**src/rtl/data_tlul_host_pkg.sv**
```systemverilog
// Constants and helpers for the data-side TL-UL host.
// Contents:
//   TL-UL opcode constants (A and D channel)
//   size_off_t      : TL-UL size plus the low two address bits
//   be2size_offset  : maps core byte enables to size/offset
package data_tlul_host_pkg;

    localparam logic [2:0] PutFullData    = 3'd0;
    localparam logic [2:0] PutPartialData = 3'd1;
    localparam logic [2:0] Get            = 3'd4;
    localparam logic [2:0] AccessAck      = 3'd0;
    localparam logic [2:0] AccessAckData  = 3'd1;

    typedef struct packed {
        logic [1:0] size;
        logic [1:0] offset;
    } size_off_t;

    // Naturally aligned byte and half-word enables shrink the access;
    // anything irregular (gaps, or no byte at all) is sent as a full word
    // and the mask tells the device which lanes really matter.
    function automatic size_off_t be2size_offset(input logic [3:0] be);
        size_off_t r;
        r.size   = 2'd2;
        r.offset = 2'd0;
        case (be)
            4'b1111: begin r.size = 2'd2; r.offset = 2'd0; end
            4'b0011: begin r.size = 2'd1; r.offset = 2'd0; end
            4'b1100: begin r.size = 2'd1; r.offset = 2'd2; end
            4'b0001: begin r.size = 2'd0; r.offset = 2'd0; end
            4'b0010: begin r.size = 2'd0; r.offset = 2'd1; end
            4'b0100: begin r.size = 2'd0; r.offset = 2'd2; end
            4'b1000: begin r.size = 2'd0; r.offset = 2'd3; end
            default: begin r.size = 2'd2; r.offset = 2'd0; end
        endcase
        return r;
    endfunction

endpackage

```
**src/rtl/tlul_pkg.sv**
```systemverilog
// TL-UL bus types shared by hosts and devices on the crossbar.
// Contents:
//   tl_a_user_t / TL_A_USER_DEFAULT : A-channel user sideband and its idle value
//   tl_h2d_t                        : host-to-device A channel plus d_ready
//   tl_d2h_t                        : device-to-host D channel plus a_ready
package tlul_pkg;

    localparam int TL_AW   = 32;
    localparam int TL_DW   = 32;
    localparam int TL_AIW  = 8;
    localparam int TL_DIW  = 1;
    localparam int TL_SZW  = 2;
    localparam int TL_DBW  = TL_DW / 8;

    typedef struct packed {
        logic [4:0] rsvd;
        logic [3:0] instr_type;
    } tl_a_user_t;

    // Data-side traffic is never an instruction fetch, so instr_type idles at "false".
    localparam tl_a_user_t TL_A_USER_DEFAULT = '{rsvd: 5'd0, instr_type: 4'b1001};

    typedef struct packed {
        logic              a_valid;
        logic [2:0]        a_opcode;
        logic [2:0]        a_param;
        logic [TL_SZW-1:0] a_size;
        logic [TL_AIW-1:0] a_source;
        logic [TL_AW-1:0]  a_address;
        logic [TL_DBW-1:0] a_mask;
        logic [TL_DW-1:0]  a_data;
        tl_a_user_t        a_user;
        logic              d_ready;
    } tl_h2d_t;

    typedef struct packed {
        logic              d_valid;
        logic [2:0]        d_opcode;
        logic [2:0]        d_param;
        logic [TL_SZW-1:0] d_size;
        logic [TL_AIW-1:0] d_source;
        logic [TL_DIW-1:0] d_sink;
        logic [TL_DW-1:0]  d_data;
        logic              d_error;
        logic              a_ready;
    } tl_d2h_t;

endpackage

```
**src/rtl/tlul_req_encode.sv**
```systemverilog
// Combinational encoder from a core load/store request to TL-UL A-channel fields.
// Ports:
//   we, be, addr, wdata : core request attributes (addr[1:0] ignored)
//   opcode, size        : TL-UL opcode and log2 size
//   address             : word address with byte offset derived from be
//   mask, data          : byte mask and write data (zero for loads)
module tlul_req_encode
    import data_tlul_host_pkg::*;
(
    input  logic        we,
    input  logic [3:0]  be,
    input  logic [31:0] addr,
    input  logic [31:0] wdata,
    output logic [2:0]  opcode,
    output logic [1:0]  size,
    output logic [31:0] address,
    output logic [3:0]  mask,
    output logic [31:0] data
);

    size_off_t so;

    // The core only supplies word addresses; the low bits come from be.
    logic [1:0] unused_addr_lsb;
    assign unused_addr_lsb = addr[1:0];

    always_comb begin
        so      = be2size_offset(be);
        opcode  = Get;
        if (we) begin
            opcode = (be == 4'b1111) ? PutFullData : PutPartialData;
        end
        size    = so.size;
        address = {addr[31:2], so.offset};
        mask    = be;
        data    = we ? wdata : 32'd0;
    end

endmodule

```
**src/rtl/data_tlul_host.sv**
```systemverilog
// Data-side TL-UL host: bridges the core LSU req/gnt/rvalid interface onto a
// TL-UL host port, tracking up to MaxOutstanding in-flight requests and
// returning in-order responses.
// Ports:
//   clock, rst_ni                     : clock, async active-low reset
//   data_req_i/gnt_o/we_i/be_i/
//   addr_i/wdata_i                    : core request side
//   data_rvalid_o/rdata_o/err_o       : registered core response
//   tl_o / tl_i                       : TL-UL host port
//   proto_err_o                       : sticky unexpected/out-of-order response flag
module data_tlul_host
    import data_tlul_host_pkg::*;
#(
    parameter int MaxOutstanding = 2,
    parameter int SrcW = (MaxOutstanding > 1) ? $clog2(MaxOutstanding) : 1
) (
    input  logic              clock,
    input  logic              rst_ni,
    input  logic              data_req_i,
    output logic              data_gnt_o,
    input  logic              data_we_i,
    input  logic [3:0]        data_be_i,
    input  logic [31:0]       data_addr_i,
    input  logic [31:0]       data_wdata_i,
    output logic              data_rvalid_o,
    output logic [31:0]       data_rdata_o,
    output logic              data_err_o,
    output tlul_pkg::tl_h2d_t tl_o,
    input  tlul_pkg::tl_d2h_t tl_i,
    output logic              proto_err_o
);

    localparam int              CntW    = $clog2(MaxOutstanding + 1);
    localparam logic [CntW-1:0] CntMax  = CntW'(MaxOutstanding);
    localparam logic [SrcW-1:0] SrcLast = SrcW'(MaxOutstanding - 1);

    logic [CntW-1:0] outstanding_q;
    logic [SrcW-1:0] src_q;
    logic [SrcW-1:0] exp_q;
    logic            rvalid_q;
    logic [31:0]     rdata_q;
    logic            err_q;
    logic            proto_err_q;

    logic [2:0]  enc_opcode;
    logic [1:0]  enc_size;
    logic [31:0] enc_address;
    logic [3:0]  enc_mask;
    logic [31:0] enc_data;

    logic a_valid;
    logic gnt;
    logic have_out;
    logic d_take;
    logic src_match;

    // Response ordering fields that this host has no use for.
    logic unused_d_fields;
    assign unused_d_fields = ^{tl_i.d_opcode, tl_i.d_param, tl_i.d_size, tl_i.d_sink};

    function automatic logic [SrcW-1:0] wrap_inc(input logic [SrcW-1:0] v);
        return (v == SrcLast) ? '0 : v + SrcW'(1);
    endfunction

    tlul_req_encode u_encode (
        .we      (data_we_i),
        .be      (data_be_i),
        .addr    (data_addr_i),
        .wdata   (data_wdata_i),
        .opcode  (enc_opcode),
        .size    (enc_size),
        .address (enc_address),
        .mask    (enc_mask),
        .data    (enc_data)
    );

    // Full blocks a_valid outright so no request is offered that could never
    // be tracked; a response consumed this cycle frees a slot for the next.
    assign a_valid    = data_req_i & (outstanding_q != CntMax);
    assign gnt        = a_valid & tl_i.a_ready;
    assign data_gnt_o = gnt;

    // A beat with nothing outstanding is dropped; otherwise it is always
    // answered, with a source mismatch reported as an error.
    assign have_out  = (outstanding_q != '0);
    assign d_take    = tl_i.d_valid & have_out;
    assign src_match = (tl_i.d_source == tlul_pkg::TL_AIW'(exp_q));

    always_comb begin
        tl_o           = '0;
        tl_o.a_valid   = a_valid;
        tl_o.a_opcode  = enc_opcode;
        tl_o.a_param   = 3'd0;
        tl_o.a_size    = enc_size;
        tl_o.a_source  = tlul_pkg::TL_AIW'(src_q);
        tl_o.a_address = enc_address;
        tl_o.a_mask    = enc_mask;
        tl_o.a_data    = enc_data;
        tl_o.a_user    = tlul_pkg::TL_A_USER_DEFAULT;
        tl_o.d_ready   = 1'b1;
    end

    // Issue-side bookkeeping: rolling source and in-flight count.
    always_ff @(posedge clock or negedge rst_ni) begin
        if (!rst_ni) begin
            outstanding_q <= '0;
            src_q         <= '0;
        end else begin
            if (gnt) begin
                src_q <= wrap_inc(src_q);
            end
            case ({gnt, d_take})
                2'b10:   outstanding_q <= outstanding_q + CntW'(1);
                2'b01:   outstanding_q <= outstanding_q - CntW'(1);
                default: outstanding_q <= outstanding_q;
            endcase
        end
    end

    // Response side: expected source, registered core response and the
    // sticky protocol error.
    always_ff @(posedge clock or negedge rst_ni) begin
        if (!rst_ni) begin
            exp_q       <= '0;
            rvalid_q    <= 1'b0;
            rdata_q     <= 32'd0;
            err_q       <= 1'b0;
            proto_err_q <= 1'b0;
        end else begin
            rvalid_q <= d_take;
            if (d_take) begin
                exp_q   <= wrap_inc(exp_q);
                rdata_q <= tl_i.d_data;
                err_q   <= tl_i.d_error | ~src_match;
            end
            if (tl_i.d_valid && (!have_out || !src_match)) begin
                proto_err_q <= 1'b1;
            end
        end
    end

    assign data_rvalid_o = rvalid_q;
    assign data_rdata_o  = rdata_q;
    assign data_err_o    = err_q;
    assign proto_err_o   = proto_err_q;

endmodule

```
**config.mk**
```make
export PLATFORM = sky130hd
export DESIGN_NAME = data_tlul_host
export DESIGN_NICKNAME = d
export VERILOG_FILES = /design/src/rtl/data_tlul_host_pkg.sv /design/src/rtl/tlul_pkg.sv /design/src/rtl/tlul_req_encode.sv /design/src/rtl/data_tlul_host.sv
export SDC_FILE = /design/constraint.sdc
export NUM_CORES = 1
export LEC_CHECK = 0
export ABC_CLOCK_PERIOD_IN_PS = 2900
export BUFFER_PORTS_ARGS = -buffer_cell sky130_fd_sc_hd__buf_4
export CORE_AREA = 4 4 98 100
export CTS_BUF_LIST = sky130_fd_sc_hd__clkbuf_8
export DETAILED_ROUTE_END_ITERATION = 10
export DIE_AREA = 0 0 102 104
export PLACE_DENSITY_LB_ADDON = 0.25
export SETUP_SLACK_MARGIN = 0.05
export SLEW_MARGIN = 25
export SYNTH_ARGS = -nofsm -noshare
export SYNTH_HDL_FRONTEND = slang
export SYNTH_SLANG_ARGS = --single-unit
```
**constraint.sdc**
```tcl
create_clock -name clock -period 2.9 [get_ports clock]
set_clock_uncertainty 0.1 [all_clocks]
set_input_delay 0.58 -clock clock [delete_from_list [all_inputs] [get_ports clock]]
set_output_delay 0.58 -clock clock [all_outputs]
set_load 0.03 [all_outputs]
```
After elaboration in Yosys (flattened, before gate mapping):

Index checks and enable logic that the tools add are counted.

* latch bits: 0
* bits in registers: 39
* logic and storage cells: 40
* ROM bits: 0
* memory bits (writable): 0
* memories kept: 0

* $add $sub $neg: 4
* multiplexer cells: 7
* $lt $le $gt $ge: 0
* shift operators: 0
* bitwise operators: 5
* equal/unequal tests: 11
* reductions and logical operators: 6
* multipliers: 0
* divide/modulo/power cells: 0

Operators by type and width (number)
* 2-to-1 mux 32 bit: 1
* case mux 4 bit (6 select lines): 1
* == test 4 bit (second input constant): 3
* == test 4 x 2 -> 1 bit (second input constant): 2
* == test 8 x 1 -> 1 bit: 1
* == test 4 x 1 -> 1 bit (second input constant): 1
* == test 4 x 3 -> 1 bit (second input constant): 1
* case mux 2 bit (2 select lines): 1
* nonzero test 2 bit: 2
* bitwise AND 1 bit: 3
* 2-to-1 mux 1 bit: 3
* 2-to-1 mux 3 bit: 1
* adder 1 bit (second input constant): 2
* adder 2 x 1 -> 2 bit (second input constant): 1
* == test 2 x 1 -> 1 bit (second input constant): 1
* == test 2 bit (second input constant): 1
* logical NOT 1 bit: 2
* != test 2 bit (second input constant): 1
* subtractor 2 x 1 -> 2 bit (second input constant): 1
* logical AND 1 bit: 1
* logical OR 1 bit: 1
* inverter 1 bit: 1
* OR 1 bit: 1

Longest topological paths before layout:

Gate-level depths: netlist of the first run.

* word-level depth: 5
* gate-level depth with buffers: 8
* depth with buffers taken out: 6

Cells and area by module:

From an unflattened synthesis of the first run, not the netlist that was laid out.

* cells, all modules: 270
* area total of the unflattened synthesis: 2283.4 sq um

By module, submodules not included
* data_tlul_host: area each 1735.4 sq um, cells an instance 189, times used 1
* tlul_req_encode: area each 548.0 sq um, cells an instance 81, times used 1

Least setup slack after synthesis of the first run:

OpenSTA, ideal clock, no wires.

* kind: input port to output port
* from: input data_be_i[1]
* to: output tl_o[87] (netlist name)
* slack: 0.540 ns
* buffers on the path: 0
* required time: 2.220 ns
* cell stages on the path: 2
* data arrival time: 1.680 ns
* cell sequence: nor3_1 -> nor2_1

RTL lines
* from (decl): line data_tlul_host.sv:22 `input logic [3:0] data_be_i,`
* to (decl): line data_tlul_host.sv:28 `output tlul_pkg::tl_h2d_t tl_o,`

Worst setup path in the final report of the first run:

* from: register outstanding_q[1]
* to: output data_gnt_o

* word-level cells in the longest chain between the ends: 3

Ends and longest elaborated chain
* from (decl): line data_tlul_host.sv:37 `logic [CntW-1:0] outstanding_q;`
* from (signal assigned): line data_tlul_host.sv:113 `2'b10: outstanding_q <= outstanding_q + CntW'(1);`
* from (signal assigned): line data_tlul_host.sv:114 `2'b01: outstanding_q <= outstanding_q - CntW'(1);`
* from (signal assigned): line data_tlul_host.sv:115 `default: outstanding_q <= outstanding_q;`
* != test 2 bit: line data_tlul_host.sv:79 `assign a_valid = data_req_i & (outstanding_q != CntMax);`
* bitwise AND 1 bit: line data_tlul_host.sv:79
* bitwise AND 1 bit: line data_tlul_host.sv:80 `assign gnt = a_valid & tl_i.a_ready;`
* to (decl): line data_tlul_host.sv:20 `output logic data_gnt_o,`

Every way passes these cells.

==> results of run 1 <==
==> metal layers <==
metal  vias up  GRT usage (%)  share of wire (%)
met2       101          19.78                 50
met3        22          4.024                 11
met4         0          4.030                1.9
met1       837          14.40                 37
met5         -              0                  0
li1        985              -                  -
==> per-stage QoR <==
step	hold slack (ps)	total power, W	util, %	setup WS, ps
6_report	152.5	0.002797	38.32	828.8
4_1_cts	168.0	0.002855	38.32	773.6
3_3_place_gp	361.2	0.002343	36.92	827.1
2_1_floorplan	184.4	0.001913	-	540.0
5_1_grt	185.3	0.002999	38.32	671.9
3_5_place_dp	364.2	0.002357	36.92	820.3
==> cells in the final DEF, fill, tap and decap left out, drive strengths merged <==
cell type / count
a31oi: 1
nand2: 96
dfrtp: 39
and3: 1
xnor2: 6
inv: 6
and2: 32
o211ai: 1
nor4: 1
xor2: 1
a21oi: 1
conb: 21
a21boi: 1
ha: 1
a211oi: 1
bufinv: 1
or4: 1
buf: 163
nor2: 7
o21ai: 1
nor3: 3
a31o: 1
a41oi: 1
clkbuf: 6
==> cell families after synthesis <==
kind of cell	Yosys count
other cells	2
flops	39
xor+xnor	7
compound gates	8
fa+ha+maj	1
simple gates	141
buf+inv	72
==> cell type report <==
cell class                 instances  area share [%]
clock buffer                       6           2.483
clock inverter                     2           1.166
inverter                           5          0.5643
multi-input combinational        178           25.58
sequential                        39           29.35
tap                              108           4.063
timing repair buffer             163           36.79
==> critical path: cells and delay by family, from the launching register on <==
family                 cells  cell delay, ps
flip-flops                 1             410
buffers and inverters      3             360
AO/OA/AOI/OAI              1             330
==> sequential cells by signal, summed over array words and instances (netlist names) <==
signal / cells
data_rdata_o: 32
outstanding_q: 2
data_err_o: 1
data_rvalid_o: 1
exp_q: 1
proto_err_o: 1
src_q: 1
==> power by group through the flow <==
stage          sequential (W)  combinational (W)  clock (W)
2_1_floorplan         0.00128           0.000633          0
3_3_place_gp         0.000912            0.00143          0
3_5_place_dp         0.000916            0.00144          0
4_1_cts              0.000911            0.00144   0.000505
5_1_grt              0.000944            0.00153   0.000522
6_report             0.000909            0.00141   0.000476
==> final timing paths <==
path | start | endpoint | slack [ps] | cells after the start
hold reg to reg | data_rdata_o[23] | data_rdata_o[23] | 380 | 2
setup / recovery | outstanding_q[1] | data_gnt_o | 830 | 4
setup reg to reg | outstanding_q[0] | outstanding_q[1] | 870 | 5
min in group clock | tl_i[14] | data_rdata_o[12] | 380 | 3
max in group asynchronous | rst_ni | data_rdata_o[31] | 2190 | 1
hold / removal | rst_ni | outstanding_q[1] | 150 | 1
==> results.cfg, run 1 <==
[status]
status = finished, final reports clean

[route]
vias = 1945
routed_wl_mm = 6.320
viasPerCell = 3.882
firstDrtPassIters = 4
drt_iter0_markers = 63
drtAntennaViolNets = 0
wl_per_cell_um = 12.61
drc = 0

[pwr]
power.density_nw_per_um2 = 841.1
switching_share_pct = 43.83
p_clk_share_pct = 17.0
p_int_w = 0.001571
p_leak_nw = 1.851
ir_drop_uv = 389.2
comb_power_share_pct = 50.5
seqPwrFrac_pct = 32.5
switchingPower_w = 0.001226

[finish]
area_growth_pct = 46.69
nets = 517
n_fill_cell = 909
multi_input_area_um2 = 850.8
final_cell_area_um2 = 3326
register_area_um2 = 975.9
fin_cells = 501
diodes = 0
drive_gt1_share_pct = 44.78

[critical_path]
worstSetupStartpointType = flop
worst_ep_required_time_ps = 2220
cpMostUsedCell = inv_1
critPathKind = reg2out
worstPathMaxFanout = 3
path_cells = inv_1, o211ai_1, inv_1, buf_4
slowest_delay_ps = 410
cp-end-kind = output port
cpMaxStageDelayCell = dfrtp_1
critPathArrivalTime_ps = 1390

[clocking]
clock_latency_ps = 280
cts_setup_buffers = 0
cts_buffer_depth = 2
cts_hold_buf = 0
clkTransAtPathRegs_ps = 80
cts_resized = 0
clockRootBuffer = clkbuf_8
cts_tree = yes
cts.sinks = 39
htree_levels = 2
cts_buffers = 5

[grt]
antenna_found_initial = 0
grt_max_degree = 40
grt_use_total_pct = 11.97
grt_first_pass_wirelength_mm = 10.28
grt_overflow_total = 0
grt_pass1_vias = 2051

[logic_synthesis]
synth_common_cells = nand2_1, buf_4, dfrtp_1, and2_1, nor2_1
synth_compound_area_share_pct = 3.201
ys_async_sr_fraction_pct = 100.0
synth_area_leader_cell = dfrtp_1
yosys.area.top_type_share_pct = 43.05
synthFlopType = dfrtp_1
avgSynthCellArea_um2 = 8.397
ys_warn_count = 0
synthAdderAreaFrac_pct = 0.5519
yosys.area_share.simple_pct = 27.59
synth_top_family_by_area = simple AND/OR/NAND/NOR gates
syn_area_um2 = 2267
synth_area_leaders = dfrtp_1, buf_4, nand2_1
synthXorXnorAreaFrac_pct = 2.704
synth-seq-cells = 39
synthesis.instances = 270
synth-edff-count = 0
yosysMostFrequentCell = nand2_1
synth_mux_area_share_pct = 0
synth_cell_types = 27
yosysSeqAreaShare_pct = 43.05

[sta]
maxSlewHeadroom_pct = 41.29
rsz0062_at_grt = no
tightestPinTransition_ps = 877.3
fin_tns_setup_ps = 0
hold_viol_final = 0
post-route-period-util_pct = 71.42
setup_viol = 0
period_needed_ps = 2071
max_freq_ghz = 0.4828
finalMaxSlewViolations = 0

[floorplanning]
die_w_um = 102
rows = 34
dieArea_um2 = 10610
die_y_um = 104
ios = 255
start_util_pct = 26.12
core_area_um2 = 8678

[placement]
io_buffers = 162
placed_area_um2 = 3204
place_hpwl_mm = 5.105
place_congestion = 0.7228
placed_cells_incl_taps = 493

[min_path]
hold_class = in2async

[flow_run]
cap_violations = 0
(Power assumes the default switching activity.)
==> run 2, diff against run 1 <==
--- a/config.mk
+++ b/config.mk
@@ -5,12 +5,12 @@
 export SDC_FILE = /design/constraint.sdc
 export NUM_CORES = 1
 export LEC_CHECK = 0
-export ABC_CLOCK_PERIOD_IN_PS = 2900
+export ABC_CLOCK_PERIOD_IN_PS = 1990
 export BUFFER_PORTS_ARGS = -buffer_cell sky130_fd_sc_hd__buf_4
-export CORE_AREA = 4 4 98 100
+export CORE_AREA = 4 4 96 98
 export CTS_BUF_LIST = sky130_fd_sc_hd__clkbuf_8
 export DETAILED_ROUTE_END_ITERATION = 10
-export DIE_AREA = 0 0 102 104
+export DIE_AREA = 0 0 100 102
 export PLACE_DENSITY_LB_ADDON = 0.25
 export SETUP_SLACK_MARGIN = 0.05
 export SLEW_MARGIN = 25
==> constraint.sdc (replaced) <==
create_clock -name clock -period 1.99 [get_ports clock]
set_clock_uncertainty 0.1 [all_clocks]
set_input_delay 0.398 -clock clock [delete_from_list [all_inputs] [get_ports clock]]
set_output_delay 0.398 -clock clock [all_outputs]
set_load 0.03 [all_outputs]
==> run 2 against run 1 <==
  * Global-route usage about the same
  * Final cell count up 0.80%
  * Combinational power is 49% higher
  * Largest power group unchanged
  * Highest routed layer unchanged
==> results.cfg, run 2 (synthesis results as in run 1) <==
[pwr]
switching_share_pct = 43.84
seqPwrFrac_pct = 32.0
p_int_w = 0.002314
power.density_nw_per_um2 = 1225
finalPower_w = 0.004121
switchingPower_w = 0.001807
p_clk_share_pct = 16.9
p_leak_nw = 1.870
comb_power_share_pct = 51.1
ir_drop_uv = 440.4

[finish]
register_area_um2 = 975.9
diodes = 0
largest_reg_flops = 32
post-route-util_pct = 39.73
final_cell_area_um2 = 3363
n_fill_cell = 879
drive_gt1_share_pct = 45.34
multi_input_area_um2 = 855.8
area_growth_pct = 48.34
nets = 521
most-common-layout-cells = buf_4, nand2_1, dfrtp_1
final_common_cell = buf_4

[clocking]
clock_latency_ps = 290
cts.sinks = 39
cts_buffer_depth = 2
cts_resized = 0
htree_levels = 2
clockRootBuffer = clkbuf_8
clkTransAtPathRegs_ps = 90
cts_tree = yes
cts_buffers = 5

[floorplanning]
ios = 255
rows = 34
die_w_um = 100
dieArea_um2 = 10200
die_y_um = 102
core_area_um2 = 8466
start_util_pct = 26.78

[min_path]
holdPathEnd = data_rdata_o[5]
min_path_cells = 3
min-delay-start = tl_i[7]
hold_class = in2reg

[grt]
grt_use_total_pct = 11.98
grt_max_degree = 40
grt_overflow_total = 0
grt_first_pass_wirelength_mm = 9.722
antenna_found_initial = 0
grt_pass1_vias = 2069

[critical_path]
path_delay_family = flip-flops
worstPathMaxFanout = 5
rr_startpoint = outstanding_q[1]
critPathArrivalTime_ps = 1340
worstSetupStartpointType = flop
cpMaxStageDelayCell = dfrtp_1
critPathKind = reg2out
worst_ep_required_time_ps = 1490
cp-end-kind = output port
path_cells = o211ai_1, inv_1, buf_4
worst-path-buf-inv = 2
slowest_delay_ps = 470
rrSetupSlack_ps = 390
worst_r2r_path_depth = 6
r2r_end = outstanding_q[1]

[sta]
post-route-period-util_pct = 92.16
setup_viol = 0
fin_tns_setup_ps = 0
hold_viol_final = 0
rsz0062_at_grt = no
finalMaxSlewViolations = 0
period_needed_ps = 1834
max_freq_ghz = 0.5453

[route]
wl_per_cell_um = 12.96
routed_wl_mm = 6.545
drt_iter0_markers = 51
drtAntennaViolNets = 0
vias = 2029
viasPerCell = 4.018
firstDrtPassIters = 5
drc = 0

[placement]
place_hpwl_mm = 5.280
place_congestion = 0.7226
placed_area_um2 = 3217
io_buffers = 162

[status]
status = finished, final reports clean

[flow_run]
cap_violations = 0
## run 2: cell types whose count changed in the layout (fill, tap and decap cells not counted)
| cell | delta |
|---|---|
| dlygate4sd3_1 | +1 |
| nor3_2 | +1 |
| nor3_1 | -1 |
| buf_4 | +3 |
## run 2: how the worst max path moves through the flow
stage	startpoint	to	slack (ps)	cells past startpoint
after global placement	outstanding_q[1]	outstanding_q[1]	390	5
after CTS	outstanding_q[1]	data_gnt_o	60	4
after detailed placement	data_be_i[3]	tl_o[86]	360	5
after global routing	outstanding_q[0]	data_gnt_o	60	3
after floorplan	data_be_i[3]	tl_o[46]	330	2
final	outstanding_q[0]	data_gnt_o	160	3
## run 2: what timing repair did
item                                   4_1_cts  5_1_grt
pin swaps                                    1        1
hold buffers                                 1        0
setup endpoints to repair                    1        1
endpoints found under the hold margin       39        0
setup buffers                                0        2
## run 2: area by class of cell
class	instances	area share [%]
repair buffers	167	37.35
flip-flops and latches	39	29.02
multi-input cells	178	25.45
well taps	108	4.018
clock buffers	6	2.455
clock inverters	2	1.153
inverters	5	0.5580
## run 2: metrics by stage
stage	hold WS [ps]	std cells	setup WS (ps)
3_3_place_gp	308.8	494	391.8
2_1_floorplan	2.409	289	333.1
4_1_cts	179.5	503	57.89
5_1_grt	188.4	505	55.42
3_5_place_dp	309.0	494	360.0
6_report	192.0	505	156.1
## run 2: per-layer routing
metal	wire length (µm)	up-vias	global-route usage, %
li1	-	993	-
met1	2203	893	12.29
met2	3392	122	21.65
met3	778	21	4.710
met4	170	0	5.285
met5	0	-	0
## run 2: worst min-delay path: stages
cell and delay (ps):
buf_4 80, nand2_1 40, nand2_1 40
## run 2: power groups by stage
stage / clock network (W) / registers (W) / logic [W]
after floorplan: 0 / 0.00187 / 0.000922
after detailed placement: 0 / 0.00134 / 0.00211
final: 0.000697 / 0.00132 / 0.00210
after global routing: 0.000774 / 0.00137 / 0.00228
after global placement: 0 / 0.00133 / 0.00210
after CTS: 0.000736 / 0.00133 / 0.00211
